[src/rtl/uart_bus_sequencer_pkg.sv]
// Shared types and constants for the UART-to-data-port command sequencer.
package uart_bus_sequencer_pkg;

  // Sequencer states
  typedef enum logic [3:0] {
    ST_IDLE      = 4'd0,
    ST_GET_ADDR  = 4'd1,
    ST_GET_DATA  = 4'd2,
    ST_WR_SETUP  = 4'd3,
    ST_WR_STROBE = 4'd4,
    ST_WR_HOLD   = 4'd5,
    ST_RD_SETUP  = 4'd6,
    ST_RD_STROBE = 4'd7,
    ST_TX_WAIT   = 4'd8
  } state_t;

  // Latched command type
  typedef enum logic {
    OP_WR = 1'b0,
    OP_RD = 1'b1
  } op_t;

  localparam logic [7:0] CMD_WR = 8'h57;
  localparam logic [7:0] CMD_RD = 8'h52;
  localparam logic [7:0] ACK    = 8'h4B;

endpackage

[src/rtl/uart_bus_sequencer.sv]
// Command sequencer between the UART byte interface and the external 8-bit
// data port. Parses 'W' addr data / 'R' addr commands, runs timed strobe
// cycles, and replies with an ack byte or the read byte.
// Ports:
//   SYSCLK, NSYSRESET         clock, async active-low reset
//   rx_data/rx_valid          received byte from UART core
//   tx_data/tx_start/tx_busy  byte to transmit, start pulse, transmitter busy
//   bus_addr/bus_wr_n/bus_rd_n external address and active-low strobes
//   data_out/data_oe/data_in  pad write data, output enable, pad input
//   busy                      high whenever not idle
//   err_cnt                   saturating error counter
module uart_bus_sequencer
  import uart_bus_sequencer_pkg::*;
#(
  parameter int unsigned ADDR_W      = 8,
  parameter int unsigned STROBE_CYC  = 4,
  parameter int unsigned TIMEOUT_CYC = 100000
) (
  input  logic              SYSCLK,
  input  logic              NSYSRESET,
  input  logic [7:0]        rx_data,
  input  logic              rx_valid,
  output logic [7:0]        tx_data,
  output logic              tx_start,
  input  logic              tx_busy,
  output logic [ADDR_W-1:0] bus_addr,
  output logic              bus_wr_n,
  output logic              bus_rd_n,
  output logic [7:0]        data_out,
  output logic              data_oe,
  input  logic [7:0]        data_in,
  output logic              busy,
  output logic [7:0]        err_cnt
);

  localparam int unsigned CNT_MAX = (TIMEOUT_CYC > STROBE_CYC) ? TIMEOUT_CYC : STROBE_CYC;
  localparam int unsigned CNT_W   = $clog2(CNT_MAX + 1);

  state_t              state, state_nxt;
  op_t                 op, op_nxt;
  logic [CNT_W-1:0]    cnt, cnt_nxt;
  logic                err_evt;
  logic [7:0]          tx_data_nxt;
  logic                tx_start_nxt;
  logic [ADDR_W-1:0]   bus_addr_nxt;
  logic [7:0]          data_out_nxt;
  logic [7:0]          err_cnt_nxt;
  logic                bus_wr_n_nxt, bus_rd_n_nxt, data_oe_nxt, busy_nxt;

  // State and registered outputs
  always_ff @(posedge SYSCLK or negedge NSYSRESET) begin
    if (!NSYSRESET) begin
      state    <= ST_IDLE;
      op       <= OP_WR;
      cnt      <= '0;
      tx_data  <= '0;
      tx_start <= 1'b0;
      bus_addr <= '0;
      bus_wr_n <= 1'b1;
      bus_rd_n <= 1'b1;
      data_out <= '0;
      data_oe  <= 1'b0;
      busy     <= 1'b0;
      err_cnt  <= '0;
    end else begin
      state    <= state_nxt;
      op       <= op_nxt;
      cnt      <= cnt_nxt;
      tx_data  <= tx_data_nxt;
      tx_start <= tx_start_nxt;
      bus_addr <= bus_addr_nxt;
      bus_wr_n <= bus_wr_n_nxt;
      bus_rd_n <= bus_rd_n_nxt;
      data_out <= data_out_nxt;
      data_oe  <= data_oe_nxt;
      busy     <= busy_nxt;
      err_cnt  <= err_cnt_nxt;
    end
  end

  // Next-state and next-output logic
  always_comb begin
    state_nxt    = state;
    op_nxt       = op;
    cnt_nxt      = cnt;
    err_evt      = 1'b0;
    tx_data_nxt  = tx_data;
    tx_start_nxt = 1'b0;
    bus_addr_nxt = bus_addr;
    data_out_nxt = data_out;

    case (state)
      ST_IDLE: begin
        if (rx_valid) begin
          if (rx_data == CMD_WR) begin
            op_nxt    = OP_WR;
            cnt_nxt   = '0;
            state_nxt = ST_GET_ADDR;
          end else if (rx_data == CMD_RD) begin
            op_nxt    = OP_RD;
            cnt_nxt   = '0;
            state_nxt = ST_GET_ADDR;
          end else begin
            err_evt = 1'b1;
          end
        end
      end
      ST_GET_ADDR: begin
        if (rx_valid) begin
          bus_addr_nxt = ADDR_W'(rx_data);
          cnt_nxt      = '0;
          state_nxt    = (op == OP_WR) ? ST_GET_DATA : ST_RD_SETUP;
        end else if (cnt == CNT_W'(TIMEOUT_CYC - 1)) begin
          err_evt   = 1'b1;
          state_nxt = ST_IDLE;
        end else begin
          cnt_nxt = cnt + CNT_W'(1);
        end
      end
      ST_GET_DATA: begin
        if (rx_valid) begin
          data_out_nxt = rx_data;
          cnt_nxt      = '0;
          state_nxt    = ST_WR_SETUP;
        end else if (cnt == CNT_W'(TIMEOUT_CYC - 1)) begin
          err_evt   = 1'b1;
          state_nxt = ST_IDLE;
        end else begin
          cnt_nxt = cnt + CNT_W'(1);
        end
      end
      ST_WR_SETUP: begin
        cnt_nxt   = '0;
        state_nxt = ST_WR_STROBE;
      end
      ST_WR_STROBE: begin
        if (cnt == CNT_W'(STROBE_CYC - 1)) state_nxt = ST_WR_HOLD;
        else                               cnt_nxt   = cnt + CNT_W'(1);
      end
      ST_WR_HOLD: begin
        tx_data_nxt = ACK;
        state_nxt   = ST_TX_WAIT;
      end
      ST_RD_SETUP: begin
        cnt_nxt   = '0;
        state_nxt = ST_RD_STROBE;
      end
      ST_RD_STROBE: begin
        // Sample the pad on the last strobe cycle, while bus_rd_n is still low
        if (cnt == CNT_W'(STROBE_CYC - 1)) begin
          tx_data_nxt = data_in;
          state_nxt   = ST_TX_WAIT;
        end else begin
          cnt_nxt = cnt + CNT_W'(1);
        end
      end
      ST_TX_WAIT: begin
        if (!tx_busy) begin
          tx_start_nxt = 1'b1;
          state_nxt    = ST_IDLE;
        end
      end
      default: state_nxt = ST_IDLE;
    endcase

    // Bytes arriving while the bus cycle or reply is in progress are dropped
    if (rx_valid && (state inside {ST_WR_SETUP, ST_WR_STROBE, ST_WR_HOLD,
                                   ST_RD_SETUP, ST_RD_STROBE, ST_TX_WAIT}))
      err_evt = 1'b1;

    err_cnt_nxt = (err_evt && (err_cnt != 8'hFF)) ? err_cnt + 8'd1 : err_cnt;

    // Pad controls follow the state being entered so they line up with it
    bus_wr_n_nxt = (state_nxt != ST_WR_STROBE);
    bus_rd_n_nxt = (state_nxt != ST_RD_STROBE);
    data_oe_nxt  = (state_nxt inside {ST_WR_SETUP, ST_WR_STROBE, ST_WR_HOLD});
    busy_nxt     = (state_nxt != ST_IDLE);
  end

endmodule

[config.mk]
export PLATFORM = sky130hd
export DESIGN_NAME = uart_bus_sequencer
export DESIGN_NICKNAME = d
export VERILOG_FILES = /design/src/rtl/uart_bus_sequencer_pkg.sv /design/src/rtl/uart_bus_sequencer.sv
export SDC_FILE = /design/constraint.sdc
export NUM_CORES = 1
export LEC_CHECK = 0
export ABC_AREA = 1
export CORE_ASPECT_RATIO = 0.7
export CORE_MARGIN = 2
export CORE_UTILIZATION = 51
export DETAILED_ROUTE_END_ITERATION = 7
export PLACE_DENSITY = 0.82
export RECOVER_POWER = 25
export SLEW_MARGIN = 30
export SYNTH_ARGS = -nofsm -noshare
export SYNTH_HDL_FRONTEND = slang
export SYNTH_SLANG_ARGS = --single-unit
[constraint.sdc]
create_clock -name SYSCLK -period 5.1 [get_ports SYSCLK]
set_clock_uncertainty 0.15 [all_clocks]
set_input_delay 0.765 -clock SYSCLK [delete_from_list [all_inputs] [get_ports SYSCLK]]
set_output_delay 0.765 -clock SYSCLK [all_outputs]
set_load 0.03 [all_outputs]
==> impl_results.md <==
* Pins over their slew limit at 0
* Die Area at 7470 µm²
* # nets final at 576
* Reg-to-Reg End: err_cnt[7]
* NetSw at 0.000954 W
* Final setup viols at 0
* Max-cap viol count at 0
* PnR Total Power at 0.00215 W
* Status: finished clean
* PwrDens at 498 nW/µm²
* Synth area leader: dfrtp_1
* Layout cells sized above 1 at 7.33%
* Final wirelength at 8.95 mm
* Setup ws final at 2.63 ns
* Number of flops mapped to enable cells by yosys at 0
* Gp weighted congestion at 0.976
* Crit Reg-Reg Startpoint: cnt[0]
* CP Max Fanout at 16
* Diode count at 0
* Static Leak at 2.16 nW
* Post-layout util at 64.7%
* First-pass GRT wire length at 15.1 mm
* Core Region at 6660 µm²
* Clk Latency, worst-skew pair at 0.35 ns
* Post_cts resized at 0
* Tmin final at 2.47 ns
* Vias per std cell at 5.35
* Final Cycle Share at 48.5%
* Root Driver: clkbuf_8
* Setup crit start kind: input port
* CTS Buffer Depth at 2
* GRT overflow at 0
* Max H-tree Level at 3
* TritonCTS clock tree: done
* Combinational cell fraction of total power at 45.1%
* Initial antenna violation count at 0
* Area of the multi-input gates at 1700 µm²
* CP arrival at 2.56 ns
* Clock share of power at 22.6%
* Critical Path End Type: register
* Hold Path End: bus_addr[5]
* Internal power at 0.00119 W
* Number of global-route vias before repair at 3220
* WL/cell at 13.7 µm
* CTS Buf Count at 9
* CTS sink count at 59
* Filler Cell Count at 587
* Hold Crit Start: bus_addr[5]
* Post-DP HPWL at 6.52 mm
* Synth area leaders: dfrtp_1, nand2_1, nand3_1
* Setup bufs post-CTS at 0
* Proportion of synthesized flip-flops having asynchronous set or reset at 100%
* Starting Density at 52.0%
* RSZ-0062 raised after global routing: no
* Drt pass-1 iters at 7
* Post-synth top flop: dfrtp_1
* Synth warn at 0
* Routed Antenna Nets at 0
* Reg clk slew, reported paths at 0.08 ns
* GRT Total Usage at 26.0%
* Relative slew slack at 50.8%
* Seq/Total Area, Yosys at 42.7%
* Die Height at 72.9 µm
* Register bit total from synthesis at 59
* Synth top area share at 41.2%
* Cts hold-fix bufs at 0
* Gate count of the mapped netlist at 496
* Row count at 25
* Max Fclk at 404 MHz
* # DRC at 0
* Reg2Reg Depth at 10
* Largest net degree at the start of global routing at 60
* R2R Setup Slk at 2.90 ns
* Vias at 3492
* Mapped Area at 3460 µm²
* Synth unique cells at 29
* Peak supply drop at 0.000345 V
* Seq. cell area at 1480 µm²
* Tightest Hold Check Type: register to register
* Synth-to-Final Area Change at 24.6%
* Worst-Margin Slew at 0.738 ns
* Die width at 102 µm
* WHS Path Cells at 2
* Crit Path Class: input port to register
* Syn Nets at 518
* Setup TNS at 0 ns
* Worst Path Required at 5.19 ns
* Post-Syn Area per Cell at 6.98 µm²
* Register share of total power at 32.4%
* Sw frac at 44.4%
* PortBufs at 56
* DP Worst Slack at 2.32 ns
* Hold Fails Final Rpt at 0
* Ports at 57
* 1st-iter DRT viols at 309
per-stage QoR:
| stage | instances | hold slack [ns] | instance area (µm²) |
|---|---|---|---|
| after floorplan | 496 | 0.319 | 3460 |
| after global placement | 637 | 0.320 | 4090 |
| after detailed placement | 637 | 0.324 | 4090 |
| after CTS | 653 | 0.343 | 4310 |
| after global routing | 653 | 0.364 | 4310 |
| final | 653 | 0.336 | 4310 |
power by group through the flow:
stage / Sequential, W / Clock, W / Combinational, W
floorplan: 0.000856 / 0 / 0.000472
global placement: 0.000698 / 0 / 0.000942
detailed placement: 0.000699 / 0 / 0.000964
CTS: 0.000695 / 0.000491 / 0.000966
global route: 0.000713 / 0.000511 / 0.00106
finish: 0.000695 / 0.000485 / 0.000968
cells in the mapped netlist (4+ instances only):
master / count
inv_1: 55
xor2_1: 9
nand3_1: 53
nor2_1: 58
nand4_1: 12
inv_2: 4
dfrtp_1: 57
o21ai_0: 25
nand2_1: 172
a21oi_1: 12
nor2_2: 6
buf_2: 4
cells in the final DEF, fill, tap and decap left out, types with 2 or more instances in the layout:
cell type	instances
and2_1	2
o21bai_1	2
nand3_1	53
nand4_2	2
nand3_2	2
nand4_1	12
inv_1	55
inv_2	4
dfrtp_1	57
dfstp_2	2
nand2_1	172
ha_1	2
clkbuf_8	9
nor2_4	3
bufinv_16	2
nor2_1	58
xor2_1	9
nor3_1	2
nor2_2	6
clkinv_4	3
clkdlybuf4s50_1	54
a21oi_1	11
o21ai_0	25
logic make-up after synthesis:
| group | count (synthesis) | synth area share (%) |
|---|---|---|
| DFF | 59 | 42.7 |
| adders and majority gates | 2 | 0.723 |
| and+or+nand+nor | 315 | 39.9 |
| buffers and inverters | 70 | 8.17 |
| AOI/OAI and AO/OA | 40 | 6.00 |
| xor gates and xnor gates | 10 | 2.53 |
area by class of cell:
type                            count  area share (%)
Clock buffer                        9            2.87
Clock inverter                      7            2.32
Inverter                           60            5.22
Multi-Input combinational cell    367            39.5
Sequential cell                    59            34.3
Tap cell                           94            2.73
Timing Repair Buffer               57            13.1
layer usage:
| layer | wire length, µm | up-vias | global-route usage [%] |
|---|---|---|---|
| li1 | - | 1683 | - |
| met5 | 0 | - | 0 |
| met1 | 4160 | 1618 | 38.6 |
| met3 | 820 | 15 | 5.46 |
| met2 | 3870 | 176 | 38.3 |
| met4 | 99 | 0 | 7.85 |
flip-flops by register name, indices dropped and copies added (netlist names), 4 cells and up:
name and count:
err_cnt 8, state 4, tx_data 8, data_out 8, cnt 17, bus_addr 8
worst max-delay path, cell delays in order:
cell             delay [ns]
clkdlybuf4s50_1        0.61
inv_1                  0.51
nand3_2                0.22
nand2_4                0.16
nand2_2                0.13
nand2_1                0.10
nand2_1                0.05
worst max path at each step:
stage,start,to
after floorplan,rx_data[7],cnt[0]
after global placement,rx_valid,err_cnt[7]
after detailed placement,rx_valid,err_cnt[7]
after CTS,bus_wr_n,bus_wr_n
after global routing,rx_valid,err_cnt[7]
final,rx_valid,err_cnt[7]
(Power assumes the default switching activity.)
